--- src/rtl/usb_endp_pkg.sv ---
// rtl/usb_endp_pkg.sv - shared state encoding and endpoint-number helper for usb_endp_router
package usb_endp_pkg;

  typedef enum logic [1:0] {
    ST_IDLE,
    ST_IN_XFER,
    ST_OUT_XFER
  } xfer_state_e;

  localparam logic [3:0] ENDP_CTRL = 4'd0;

  function automatic logic [3:0] endp_of(input int k, input int base, input int step);
    return 4'(base + step * k);
  endfunction

endpackage

--- src/rtl/usb_endp_router_halt.sv ---
// rtl/usb_endp_router_halt.sv - per-channel ENDPOINT_HALT state (module usb_endp_halt)
// Requests are held pending and only take effect while the router is idle.
module usb_endp_halt (
  input  logic clk_i,
  input  logic rstn_i,
  input  logic usb_reset_i,
  input  logic apply_i,
  input  logic set_i,
  input  logic clr_i,
  output logic halted_o,
  output logic toggle_reset_o
);

  logic set_pend, clr_pend;
  logic set_eff, clr_eff;

  assign set_eff = set_pend | set_i;
  assign clr_eff = clr_pend | clr_i;

  always_ff @(posedge clk_i or negedge rstn_i) begin
    if (!rstn_i) begin
      set_pend       <= 1'b0;
      clr_pend       <= 1'b0;
      halted_o       <= 1'b0;
      toggle_reset_o <= 1'b0;
    end else if (usb_reset_i) begin
      set_pend       <= 1'b0;
      clr_pend       <= 1'b0;
      halted_o       <= 1'b0;
      toggle_reset_o <= 1'b0;
    end else if (apply_i) begin
      // Clear beats set; a clear always resets the data toggle, halted or not.
      set_pend       <= 1'b0;
      clr_pend       <= 1'b0;
      toggle_reset_o <= clr_eff;
      if (clr_eff)
        halted_o <= 1'b0;
      else if (set_eff)
        halted_o <= 1'b1;
    end else begin
      set_pend       <= set_eff;
      clr_pend       <= clr_eff;
      toggle_reset_o <= 1'b0;
    end
  end

endmodule

--- src/rtl/usb_endp_router.sv ---
// rtl/usb_endp_router.sv - SIE to ctrl/bulk endpoint router with halt and configured gating
// Optional USB_ENDP_ROUTER_STATS_EN adds per-channel completed-transaction counters.
module usb_endp_router
  import usb_endp_pkg::*;
#(
  parameter int CHANNELS  = 1,
  parameter int BULK_BASE = 1,
  parameter int ENDP_STEP = 2
) (
  input  logic                  clk_i,
  input  logic                  rstn_i,
  input  logic                  usb_reset_i,
  input  logic                  configured_i,
  input  logic [3:0]            endp_i,
  input  logic                  in_req_i,
  input  logic                  in_ready_i,
  input  logic                  in_data_ack_i,
  input  logic                  out_valid_i,
  input  logic                  out_ready_i,
  input  logic                  out_err_i,
  output logic [7:0]            in_data_o,
  output logic                  in_valid_o,
  output logic                  in_zlp_o,
  output logic                  in_nak_o,
  output logic                  out_nak_o,
  output logic                  stall_o,
  input  logic [7:0]            ctrl_in_data_i,
  input  logic                  ctrl_in_valid_i,
  input  logic                  ctrl_in_zlp_i,
  input  logic                  ctrl_stall_i,
  output logic                  ctrl_in_req_o,
  output logic                  ctrl_in_ready_o,
  output logic                  ctrl_out_ready_o,
  input  logic [8*CHANNELS-1:0] bulk_in_data_i,
  input  logic [CHANNELS-1:0]   bulk_in_valid_i,
  input  logic [CHANNELS-1:0]   bulk_out_nak_i,
  output logic [CHANNELS-1:0]   bulk_in_req_o,
  output logic [CHANNELS-1:0]   bulk_in_ready_o,
  output logic [CHANNELS-1:0]   bulk_out_ready_o,
  input  logic [CHANNELS-1:0]   halt_set_i,
  input  logic [CHANNELS-1:0]   halt_clr_i,
  output logic [CHANNELS-1:0]   halted_o,
  output logic [CHANNELS-1:0]   toggle_reset_o
`ifdef USB_ENDP_ROUTER_STATS_EN
  ,
  input  logic [2:0]            stat_sel_i,
  output logic [15:0]           stat_cnt_o
`endif
);

  xfer_state_e         state;
  logic [3:0]          endp_q;
  logic [CHANNELS-1:0] bulk_sel, route;
  logic                int_hit, bulk_hit, is_ctrl, mapped, live, bulk_go;
  logic                bulk_halted, bulk_valid, bulk_nak;
  logic [7:0]          bulk_data;

  always_comb begin
    bulk_sel    = '0;
    int_hit     = 1'b0;
    bulk_halted = 1'b0;
    bulk_valid  = 1'b0;
    bulk_nak    = 1'b0;
    bulk_data   = '0;
    for (int k = 0; k < CHANNELS; k++) begin
      if (endp_i == endp_of(k, BULK_BASE, ENDP_STEP)) begin
        bulk_sel[k] = 1'b1;
        bulk_data   = bulk_in_data_i[8*k +: 8];
        bulk_valid  = bulk_in_valid_i[k];
        bulk_nak    = bulk_out_nak_i[k];
        bulk_halted = halted_o[k];
      end
      if (endp_i == endp_of(k, BULK_BASE, ENDP_STEP) + 4'd1)
        int_hit = 1'b1;
    end
  end

  assign live     = rstn_i & ~usb_reset_i;
  assign is_ctrl  = (endp_i == ENDP_CTRL);
  assign bulk_hit = |bulk_sel;
  assign mapped   = is_ctrl | bulk_hit | int_hit;
  assign bulk_go  = live & bulk_hit & configured_i & ~bulk_halted;
  assign route    = bulk_sel & {CHANNELS{bulk_go}};

  assign ctrl_in_req_o    = live & is_ctrl & in_req_i;
  assign ctrl_in_ready_o  = live & is_ctrl & in_ready_i;
  assign ctrl_out_ready_o = live & is_ctrl & out_ready_i;
  assign bulk_in_req_o    = route & {CHANNELS{in_req_i}};
  assign bulk_in_ready_o  = route & {CHANNELS{in_ready_i}};
  assign bulk_out_ready_o = route & {CHANNELS{out_ready_i}};

  // Interrupt endpoints have no data source here, so they always NAK.
  always_comb begin
    in_data_o  = ctrl_in_data_i;
    in_valid_o = 1'b0;
    in_zlp_o   = 1'b0;
    in_nak_o   = 1'b0;
    out_nak_o  = 1'b0;
    stall_o    = 1'b0;
    if (live) begin
      if (is_ctrl) begin
        in_valid_o = ctrl_in_valid_i;
        in_zlp_o   = ctrl_in_zlp_i;
        stall_o    = ctrl_stall_i;
      end else if (bulk_hit || int_hit) begin
        if (!configured_i || int_hit) begin
          in_nak_o  = 1'b1;
          out_nak_o = 1'b1;
        end else if (bulk_halted) begin
          stall_o = 1'b1;
        end else begin
          in_data_o  = bulk_data;
          in_valid_o = bulk_valid;
          out_nak_o  = bulk_nak;
        end
      end else begin
        stall_o = 1'b1;
      end
    end
  end

  always_ff @(posedge clk_i or negedge rstn_i) begin
    if (!rstn_i) begin
      state  <= ST_IDLE;
      endp_q <= ENDP_CTRL;
    end else begin
      endp_q <= endp_i;
      if (usb_reset_i) begin
        state <= ST_IDLE;
      end else begin
        case (state)
          ST_IDLE: begin
            if (in_req_i && mapped)
              state <= ST_IN_XFER;
            else if (out_valid_i && mapped)
              state <= ST_OUT_XFER;
          end
          default: begin
            if (in_data_ack_i || out_ready_i || out_err_i || (endp_i != endp_q))
              state <= ST_IDLE;
          end
        endcase
      end
    end
  end

  for (genvar g = 0; g < CHANNELS; g++) begin : g_halt
    usb_endp_halt u_halt (
      .clk_i          (clk_i),
      .rstn_i         (rstn_i),
      .usb_reset_i    (usb_reset_i),
      .apply_i        (state == ST_IDLE),
      .set_i          (halt_set_i[g]),
      .clr_i          (halt_clr_i[g]),
      .halted_o       (halted_o[g]),
      .toggle_reset_o (toggle_reset_o[g])
    );
  end

`ifdef USB_ENDP_ROUTER_STATS_EN
  logic [15:0] stat_cnt [CHANNELS];
  logic [15:0] stat_pick;

  always_comb begin
    stat_pick = '0;
    for (int k = 0; k < CHANNELS; k++)
      if (stat_sel_i == 3'(k))
        stat_pick = stat_cnt[k];
  end

  always_ff @(posedge clk_i or negedge rstn_i) begin
    if (!rstn_i) begin
      for (int k = 0; k < CHANNELS; k++)
        stat_cnt[k] <= '0;
      stat_cnt_o <= '0;
    end else if (usb_reset_i) begin
      for (int k = 0; k < CHANNELS; k++)
        stat_cnt[k] <= '0;
      stat_cnt_o <= '0;
    end else begin
      for (int k = 0; k < CHANNELS; k++)
        if (route[k] && (in_data_ack_i || out_ready_i) && (stat_cnt[k] != 16'hFFFF))
          stat_cnt[k] <= stat_cnt[k] + 16'd1;
      stat_cnt_o <= stat_pick;
    end
  end
`endif

endmodule

--- config.mk ---
export PLATFORM = sky130hd
export DESIGN_NAME = usb_endp_router
export DESIGN_NICKNAME = d
export VERILOG_FILES = /design/src/rtl/usb_endp_pkg.sv /design/src/rtl/usb_endp_router_halt.sv /design/src/rtl/usb_endp_router.sv
export SDC_FILE = /design/constraint.sdc
export NUM_CORES = 1
export LEC_CHECK = 0
export ABC_AREA = 0
export BUFFER_PORTS_ARGS = -buffer_cell sky130_fd_sc_hd__buf_2
export CAP_MARGIN = 20
export CORE_UTILIZATION = 38
export DETAILED_ROUTE_END_ITERATION = 10
export HOLD_SLACK_MARGIN = 0.1
export PLACE_DENSITY = 0.78
export SLEW_MARGIN = 20
export SYNTH_ARGS = -nofsm -noshare
export SYNTH_HDL_FRONTEND = slang
export SYNTH_SLANG_ARGS = --single-unit
export TNS_END_PERCENT = 10
--- constraint.sdc ---
create_clock -name clk_i -period 4.25 [get_ports clk_i]
set_input_delay 1.275 -clock clk_i [delete_from_list [all_inputs] [get_ports clk_i]]
set_output_delay 1.275 -clock clk_i [all_outputs]
set_load 0.1 [all_outputs]
==> results of run 1 <==
-- logic make-up after synthesis --
family	share of synthesized area (%)
flip-flops	34.8
XOR/XNOR	4.88
buffers and inverters	8.88
AO/OA/AOI/OAI	8.89
multiplexers	16.2
AND/OR/NAND/NOR	26.3
-- critical path, cell delays in order --
cell and delay [ns]:
buf_2 0.16, or4b_4 0.55, nand2b_4 0.25, mux2_4 0.35, buf_12 0.17
-- layer usage --
| layer | up-vias | wire length [um] | track usage, % |
|---|---|---|---|
| li1 | 379 | - | - |
| met1 | 369 | 858 | 29.2 |
| met2 | 44 | 1350 | 45.1 |
| met3 | 12 | 133 | 6.35 |
| met4 | 0 | 85 | 11.5 |
| met5 | - | 0 | 0 |
-- per-stage QoR --
stage	cells	power (W)	hold slack, ns	setup WS (ns)
after floorplan	75	0.000183	0.454	-0.569
after global placement	154	0.000227	0.478	0.260
after detailed placement	154	0.000232	0.500	0.230
after CTS	157	0.000293	0.509	0.226
after global routing	157	0.000305	0.571	0.179
final	157	0.000291	0.517	0.216
-- state kept, by name, indices dropped and copies added, names as in the netlist --
name                          count
state                             2
g_halt.u_halt.halted_o            1
g_halt.u_halt.clr_pend            1
g_halt.u_halt.set_pend            1
endp_q                            4
g_halt.u_halt.toggle_reset_o      1
-- Yosys cell counts --
library cell | instances | area (um2)
nor2_1 | 8 | 30.0
buf_6 | 3 | 33.8
nor4_1 | 5 | 31.3
a21o_1 | 1 | 7.51
o21ai_0 | 1 | 5.00
a21oi_1 | 4 | 20.0
nand3_1 | 4 | 20.0
inv_1 | 6 | 22.5
and4bb_2 | 1 | 12.5
xnor2_1 | 4 | 35.0
a22oi_1 | 1 | 7.51
o22ai_1 | 1 | 6.26
nor3_1 | 3 | 15.0
nand2b_4 | 1 | 13.8
a311oi_1 | 1 | 8.76
o32ai_1 | 1 | 8.76
dfrtp_1 | 10 | 250
or2_2 | 1 | 6.26
nor2b_1 | 2 | 12.5
nor3b_1 | 1 | 7.51
nor4b_1 | 1 | 8.76
mux2_2 | 1 | 11.3
nand2_1 | 3 | 11.3
nand2b_1 | 1 | 6.26
clkbuf_1 | 2 | 7.51
mux2_4 | 7 | 105
or4b_4 | 1 | 13.8
-- area by class of cell --
type | instances | share of cell area, %
Timing Repair Buffer | 59 | 41.5
Multi-Input combinational cell | 54 | 34.8
Sequential cell | 10 | 18.2
Tap cell | 25 | 2.27
Clock buffer | 3 | 1.64
Inverter | 6 | 1.64
-- worst max-delay path by stage --
| stage | slack, ns | end | start |
|---|---|---|---|
| floorplan | -0.57 | in_nak_o | usb_reset_i |
| global placement | 0.26 | in_data_o[2] | usb_reset_i |
| detailed placement | 0.23 | in_data_o[0] | usb_reset_i |
| CTS | 0.23 | in_data_o[0] | usb_reset_i |
| global route | 0.18 | in_data_o[5] | usb_reset_i |
| finish | 0.22 | in_data_o[0] | usb_reset_i |
-- power groups by stage --
stage	Clock, W	Sequential, W	Combinational [W]
2_1_floorplan	0	0.000111	0.0000724
3_3_place_gp	0	0.000103	0.000125
3_5_place_dp	0	0.000103	0.000129
4_1_cts	0.0000628	0.000101	0.000129
5_1_grt	0.0000688	0.000101	0.000135
6_report	0.0000612	0.000101	0.000129
==> impl_metrics.tcl, run 1 <==
set metrics [dict create \
    ir_drop_v 0.000189 \
    nets 171 \
    p_comb_share_pct 44.3 \
    top_level_ports 58 \
    post-route-period-util_pct 94.9 \
    grt_pass1_wl_um 3760 \
    ys_warn_count 0 \
    hold_viol_final 0 \
    cts_resized 0 \
    status "finished, final reports clean" \
    netlist_area_um2 718 \
    vias 804 \
    die_area_um2 2070 \
    rrSetupSlack_ns 3.04 \
    grt_pass1_vias 805 \
    slew_headroom_pct 67.1 \
    row_count 15 \
    hold_start "state[0]" \
    seq_power_share_pct 34.7 \
    layout_commonest_cell "buf_2" \
    yosys.cell_types.count 27 \
    wl_um 2420 \
    power_leakage_nw 0.665 \
    timing.rr.start "state[1]" \
    synth_cells 75 \
    p_int_w 0.000179 \
    drc_errors 0 \
    switching_share_pct 38.7 \
    final.setup_skew_ns 0.00947 \
    worstPathRequired_ns 2.97 \
    globalRoute.totalOverflow 0 \
    root_buffer "clkbuf_4" \
    hold_path.class "reg2reg" \
    r2r-end "state[1]" \
    clockBufferDepth 2 \
    drive_above_1_share_pct 62.1 \
    track_usage_pct 25.8 \
    p_sw_w 0.000113 \
    dpl-instance-area_um2 1350 \
    end_kind "output pin" \
    ant_nets 0 \
    design_area_um2 1380 \
    clkTransAtPathRegs_ns 0.06 \
    io_buffer_count 57 \
    htreeDepth 1 \
    setup_viol 0 \
    maxCapViolations 0 \
    setup_tns_ns 0 \
    num-fill-cells 115 \
    arrival_ns 2.76 \
    clock.fmax_ghz 0.248 \
    grt_antenna_before_repair 0 \
    start_kind "input pin" \
    drtIter0Drc 34 \
    reg2reg_depth 3 \
    min_period_ns 4.03 \
    grt_max_degree 13 \
    crit_path_max_fanout 11 \
    clkSinkCount 10 \
    syn_area_per_cell_um2 9.58 \
    worstMarginPinSlew_ns 0.497 \
    vias_per_cell 5.12 \
    pwr-share-clk_pct 21.0 \
    maxSlewViolCount 0 \
    crit_type "in2out" \
    post-cts-setup-buffers 0 \
    synth.yosys.seq_area_share_pct 34.8 \
    utilization_pct 78.8 \
    power_density_nw_per_um2 212 \
    coreArea_um2 1750 \
    ys_seq_elements 10 \
    die_h_um 45.5 \
    cts_tree "built" \
    syn_nets 112 \
    wl_per_cell_um 15.4 \
    first_pass_iters 4 \
    multi_input_area_um2 478 \
    holdPathEnd "g_halt[0].u_halt.toggle_reset_o" \
    hold_path_depth 1 \
    diodes 0 \
    most-common-layout-cells "buf_2, buf_12, dfrtp_1, mux2_4, inv_1" \
    cts_hold_buffers 0 \
    die-width_um 45.5 \
    gp_congestion 0.786 \
    regArea_um2 250 \
    rsz0062_at_grt "no" \
    areaGrowthSynthToFinish_pct 91.5 \
    cts_buffers 3 \
    clkLatencyLatePin_ns 0.26 \
    hpwl_um 2070 \
    floorplan.initialDensity_pct 41.1 \
]
No activity file was read; power rests on OpenSTA's default activity.
==> run 2, diff against run 1 <==
CTS_CLUSTER_SIZE = 8   (was not set)
RECOVER_POWER = 25   (was not set)
==> impl_metrics.tcl, run 2 (synthesis gave the netlist of run 1 again) <==
set metrics [dict create \
    crit_type "in2out" \
    utilization_pct 78.6 \
    fin_cells 157 \
    drtIter0Drc 29 \
    die-width_um 45.5 \
    top_register "endp_q" \
    critPathSlowestCell "or4b_4" \
    areaGrowthSynthToFinish_pct 90.9 \
    htreeDepth 1 \
    cts_buffers 3 \
    setup_ws_ns 0.222 \
    hpwl_um 2070 \
    io_buffer_count 57 \
    arrival_ns 2.75 \
    grt_pass1_wl_um 3760 \
    hold_path.class "reg2reg" \
    cts_tree "built" \
    final.setup_skew_ns 0.00996 \
    dp_slack_ns 0.230 \
    slew_headroom_pct 60.8 \
    track_usage_pct 25.8 \
    vias_per_cell 5.15 \
    clockBufferDepth 2 \
    startpoint "usb_reset_i" \
    maxSlewViolCount 0 \
    post-cts-setup-buffers 0 \
    diodes 0 \
    cts_hold_buffers 0 \
    top_level_ports 58 \
    ant_nets 0 \
    num-fill-cells 117 \
    row_count 15 \
    setup_viol 0 \
    hold_viol_final 0 \
    crit_path_max_fanout 11 \
    hold_start "state[0]" \
    timing.rr.start "state[1]" \
    vias 809 \
    worstMarginPinSlew_ns 0.588 \
    most-common-layout-cells "buf_2, buf_12, dfrtp_1, mux2_4, inv_1" \
    maxCapViolations 0 \
    globalRoute.totalOverflow 0 \
    grt_pass1_vias 805 \
    wl_per_cell_um 15.4 \
    coreArea_um2 1750 \
    crit_path_max_incr_delay_ns 0.55 \
    ir_drop_v 0.000189 \
    clkLatencyLatePin_ns 0.26 \
    end_kind "output pin" \
    top_regs "endp_q (4), state (2)" \
    layout_commonest_cell "buf_2" \
    clock.fmax_ghz 0.248 \
    clkTransAtPathRegs_ns 0.06 \
    grt_antenna_before_repair 0 \
    gp_congestion 0.786 \
    grt_max_degree 13 \
    floorplan.initialDensity_pct 41.1 \
    largest_reg_flops 4 \
    first_pass_iters 4 \
    start_kind "input pin" \
    post-route-period-util_pct 94.8 \
    min_period_ns 4.03 \
    clkSinkCount 10 \
    root_buffer "clkbuf_4" \
    worstPathRequired_ns 2.97 \
    die_h_um 45.5 \
    cts_resized 0 \
    worstPathCellList "buf_2 > or4b_4 > nand2b_4 > mux2_4 > buf_12" \
    rsz0062_at_grt "no" \
    drc_errors 0 \
    nets 171 \
    drive_above_1_share_pct 61.4 \
    power_leakage_nw 0.661 \
    power_density_nw_per_um2 212 \
    wl_um 2410 \
    die_area_um2 2070 \
    status "finished, final reports clean" \
    dp_cells 154 \
]
run 2: layer usage:
| layer | global-route usage, % | part of all wire [%] | vias up |
|---|---|---|---|
| met1 | 29.2 | 35 | 368 |
| li1 | - | - | 380 |
| met4 | 11.5 | 3.1 | 0 |
| met2 | 45.1 | 56 | 51 |
| met3 | 6.35 | 5.5 | 10 |
| met5 | 0 | 0 | - |
run 2: path summary, 6_finish.rpt:
check	endpoint	slack, ns	cells after the start
max	in_data_o[0]	0.22	5
min	g_halt[0].u_halt.toggle_reset_o	0.51	1
max reg2reg	state[1]	3.05	3
min reg2reg	g_halt[0].u_halt.toggle_reset_o	0.51	1
max in group asynchronous	endp_q[1]	2.78	2
min in group asynchronous	state[0]	1.08	2
run 2: final cells by class:
class                      count  area [um2]  share of cell area [%]
inverter                       6        22.5                    1.64
multi-input combinational     54         478                    34.9
tap                           25        31.3                    2.28
clock buffer                   3        22.5                    1.64
sequential                    10         250                    18.2
timing repair buffer          59         567                    41.3
run 2: power by group:
part	switching (W)	total (W)	internal [W]
clock	0.0000290	0.0000615	0.0000325
sequential	0.00000228	0.000101	0.0000989
combinational	0.0000817	0.000129	0.0000469
total	0.000113	0.000291	0.000178
run 2: through the flow:
stage	setup TNS, ns	cell area, um2	hold slack [ns]	total power [W]
3_5_place_dp	0	1350	0.500	0.000232
2_1_floorplan	-2.80	792	0.454	0.000183
5_1_grt	0	1370	0.571	0.000305
4_1_cts	0	1380	0.509	0.000293
3_3_place_gp	0	1350	0.478	0.000227
6_report	0	1370	0.513	0.000291
run 2: critical path: cells and delay by family:
| family | cells | cell delay [ns] |
|---|---|---|
| buf+inv | 2 | 0.33 |
| mux | 1 | 0.35 |
| simple gates | 2 | 0.80 |
==> run 3, diff against run 2 <==
CORE_UTILIZATION = 40   (was 38)
CTS_BUF_LIST = sky130_fd_sc_hd__clkbuf_8   (was not set)
PLACE_DENSITY = 0.82   (was 0.78)
==> impl_metrics.tcl, run 3 (synthesis gave the netlist of run 1 again) <==
set metrics [dict create \
    rsz0062_at_grt "no" \
    die-width_um 44.4 \
    hold_viol_final 0 \
    diodes 0 \
    hold_path.class "reg2reg" \
    design_area_um2 1390 \
    min_period_ns 4.01 \
    dp_slack_ns 0.245 \
    drtIter0Drc 39 \
    cts_hold_buffers 0 \
    drive_above_1_share_pct 60.6 \
    globalRoute.totalOverflow 0 \
    grt_antenna_before_repair 0 \
    status "finished, final reports clean" \
    drc_errors 0 \
    htreeDepth 1 \
    top_level_ports 58 \
    wl_met2_um 1290 \
    worstMarginPinSlew_ns 0.546 \
    start_kind "input pin" \
    slew_headroom_pct 63.6 \
    ant_nets 0 \
    post-route-period-util_pct 94.3 \
    die_area_um2 1970 \
    dpl-instance-area_um2 1350 \
    layout_commonest_cell "buf_2" \
    num-fill-cells 74 \
    cts_resized 0 \
    vias 810 \
    wl_per_cell_um 15.4 \
    maxCapViolations 0 \
    timing.rr.start "state[1]" \
    setup_tns_ns 0 \
    grt_pass1_vias 768 \
    power_density_nw_per_um2 233 \
    power_leakage_nw 0.666 \
    maxSlewViolCount 0 \
    hold_start "state[0]" \
    track_usage_pct 24.7 \
    areaGrowthSynthToFinish_pct 93.2 \
    floorplan.initialDensity_pct 45.1 \
    multi_input_area_um2 478 \
    setup_ws_ns 0.244 \
    wl_um 2400 \
    regArea_um2 250 \
    top_layer_used "met4" \
    root_buffer "clkbuf_8" \
    wl_met1_um 809 \
    clock.fmax_ghz 0.250 \
    first_pass_iters 4 \
    cts_tree "built" \
    crit_path_max_fanout 11 \
    vias_per_cell 5.19 \
    largest_reg_flops 4 \
    top_regs "endp_q (4), state (2)" \
    post-cts-setup-buffers 0 \
    clockBufferDepth 2 \
    clkTransAtPathRegs_ns 0.05 \
    coreArea_um2 1590 \
    grt_pass1_wl_um 3540 \
    hpwl_um 1990 \
    clkSinkCount 10 \
    wl_met3_um 284 \
    most-common-layout-cells "buf_2, buf_12, dfrtp_1, mux2_4, inv_1" \
    io_buffer_count 57 \
    gp_congestion 0.890 \
    worstPathRequired_ns 2.97 \
    grt_max_degree 13 \
    ir_drop_v 0.000370 \
    nets 171 \
    startpoint "usb_reset_i" \
    die_h_um 44.4 \
    setup_viol 0 \
    clkLatencyLatePin_ns 0.23 \
    row_count 14 \
    final.setup_skew_ns 0.00677 \
    end_kind "output pin" \
    top_register "endp_q" \
    crit_type "in2out" \
    arrival_ns 2.73 \
    cts_buffers 3 \
]
-- run 3: power by group --
group	internal [W]	leakage [nW]	total, W	switching (W)
clock	0.0000615	0.0216	0.0000932	0.0000317
sequential	0.0000992	0.128	0.000102	0.00000235
combinational	0.0000468	0.516	0.000128	0.0000815
total	0.000208	0.666	0.000323	0.000116
-- run 3: final timing paths --
kind                       slack [ns]                              end  depth (start not counted)
max reg2reg                      3.03                         state[1]                          3
min                              0.54  g_halt[0].u_halt.toggle_reset_o                          1
min reg2reg                      0.54  g_halt[0].u_halt.toggle_reset_o                          1
max                              0.24                     in_data_o[3]                          5
min in group asynchronous        1.14        g_halt[0].u_halt.halted_o                          2
max in group asynchronous        2.74                        endp_q[0]                          2
-- run 3: per-stage QoR --
stage               std cells  utilization (%)  total power (W)  hold WS [ns]
floorplan                  75                -         0.000183         0.454
global placement          153             84.8         0.000227         0.478
detailed placement        153             84.8         0.000231         0.520
CTS                       156             87.4         0.000325         0.528
global route              156             87.0         0.000334         0.572
finish                    156             87.0         0.000323         0.543
-- run 3: cell type report --
type / count / area share (%)
Clock buffer: 3 / 2.98
Sequential cell: 10 / 18.0
Inverter: 6 / 1.62
Timing Repair Buffer: 59 / 40.8
Multi-Input combinational cell: 54 / 34.4
Tap cell: 24 / 2.16
-- run 3: per-layer routing --
layer  track usage (%)  vias up
li1                  -      379
met1              27.4      357
met2              48.8       70
met3              6.12        4
met4              1.82        0
met5                 0        -
-- run 3: worst max-delay path, stage by stage --
cell and delay [ns]:
buf_2 0.15, or4b_4 0.55, nand2b_4 0.24, mux2_4 0.34
buf_12 0.17
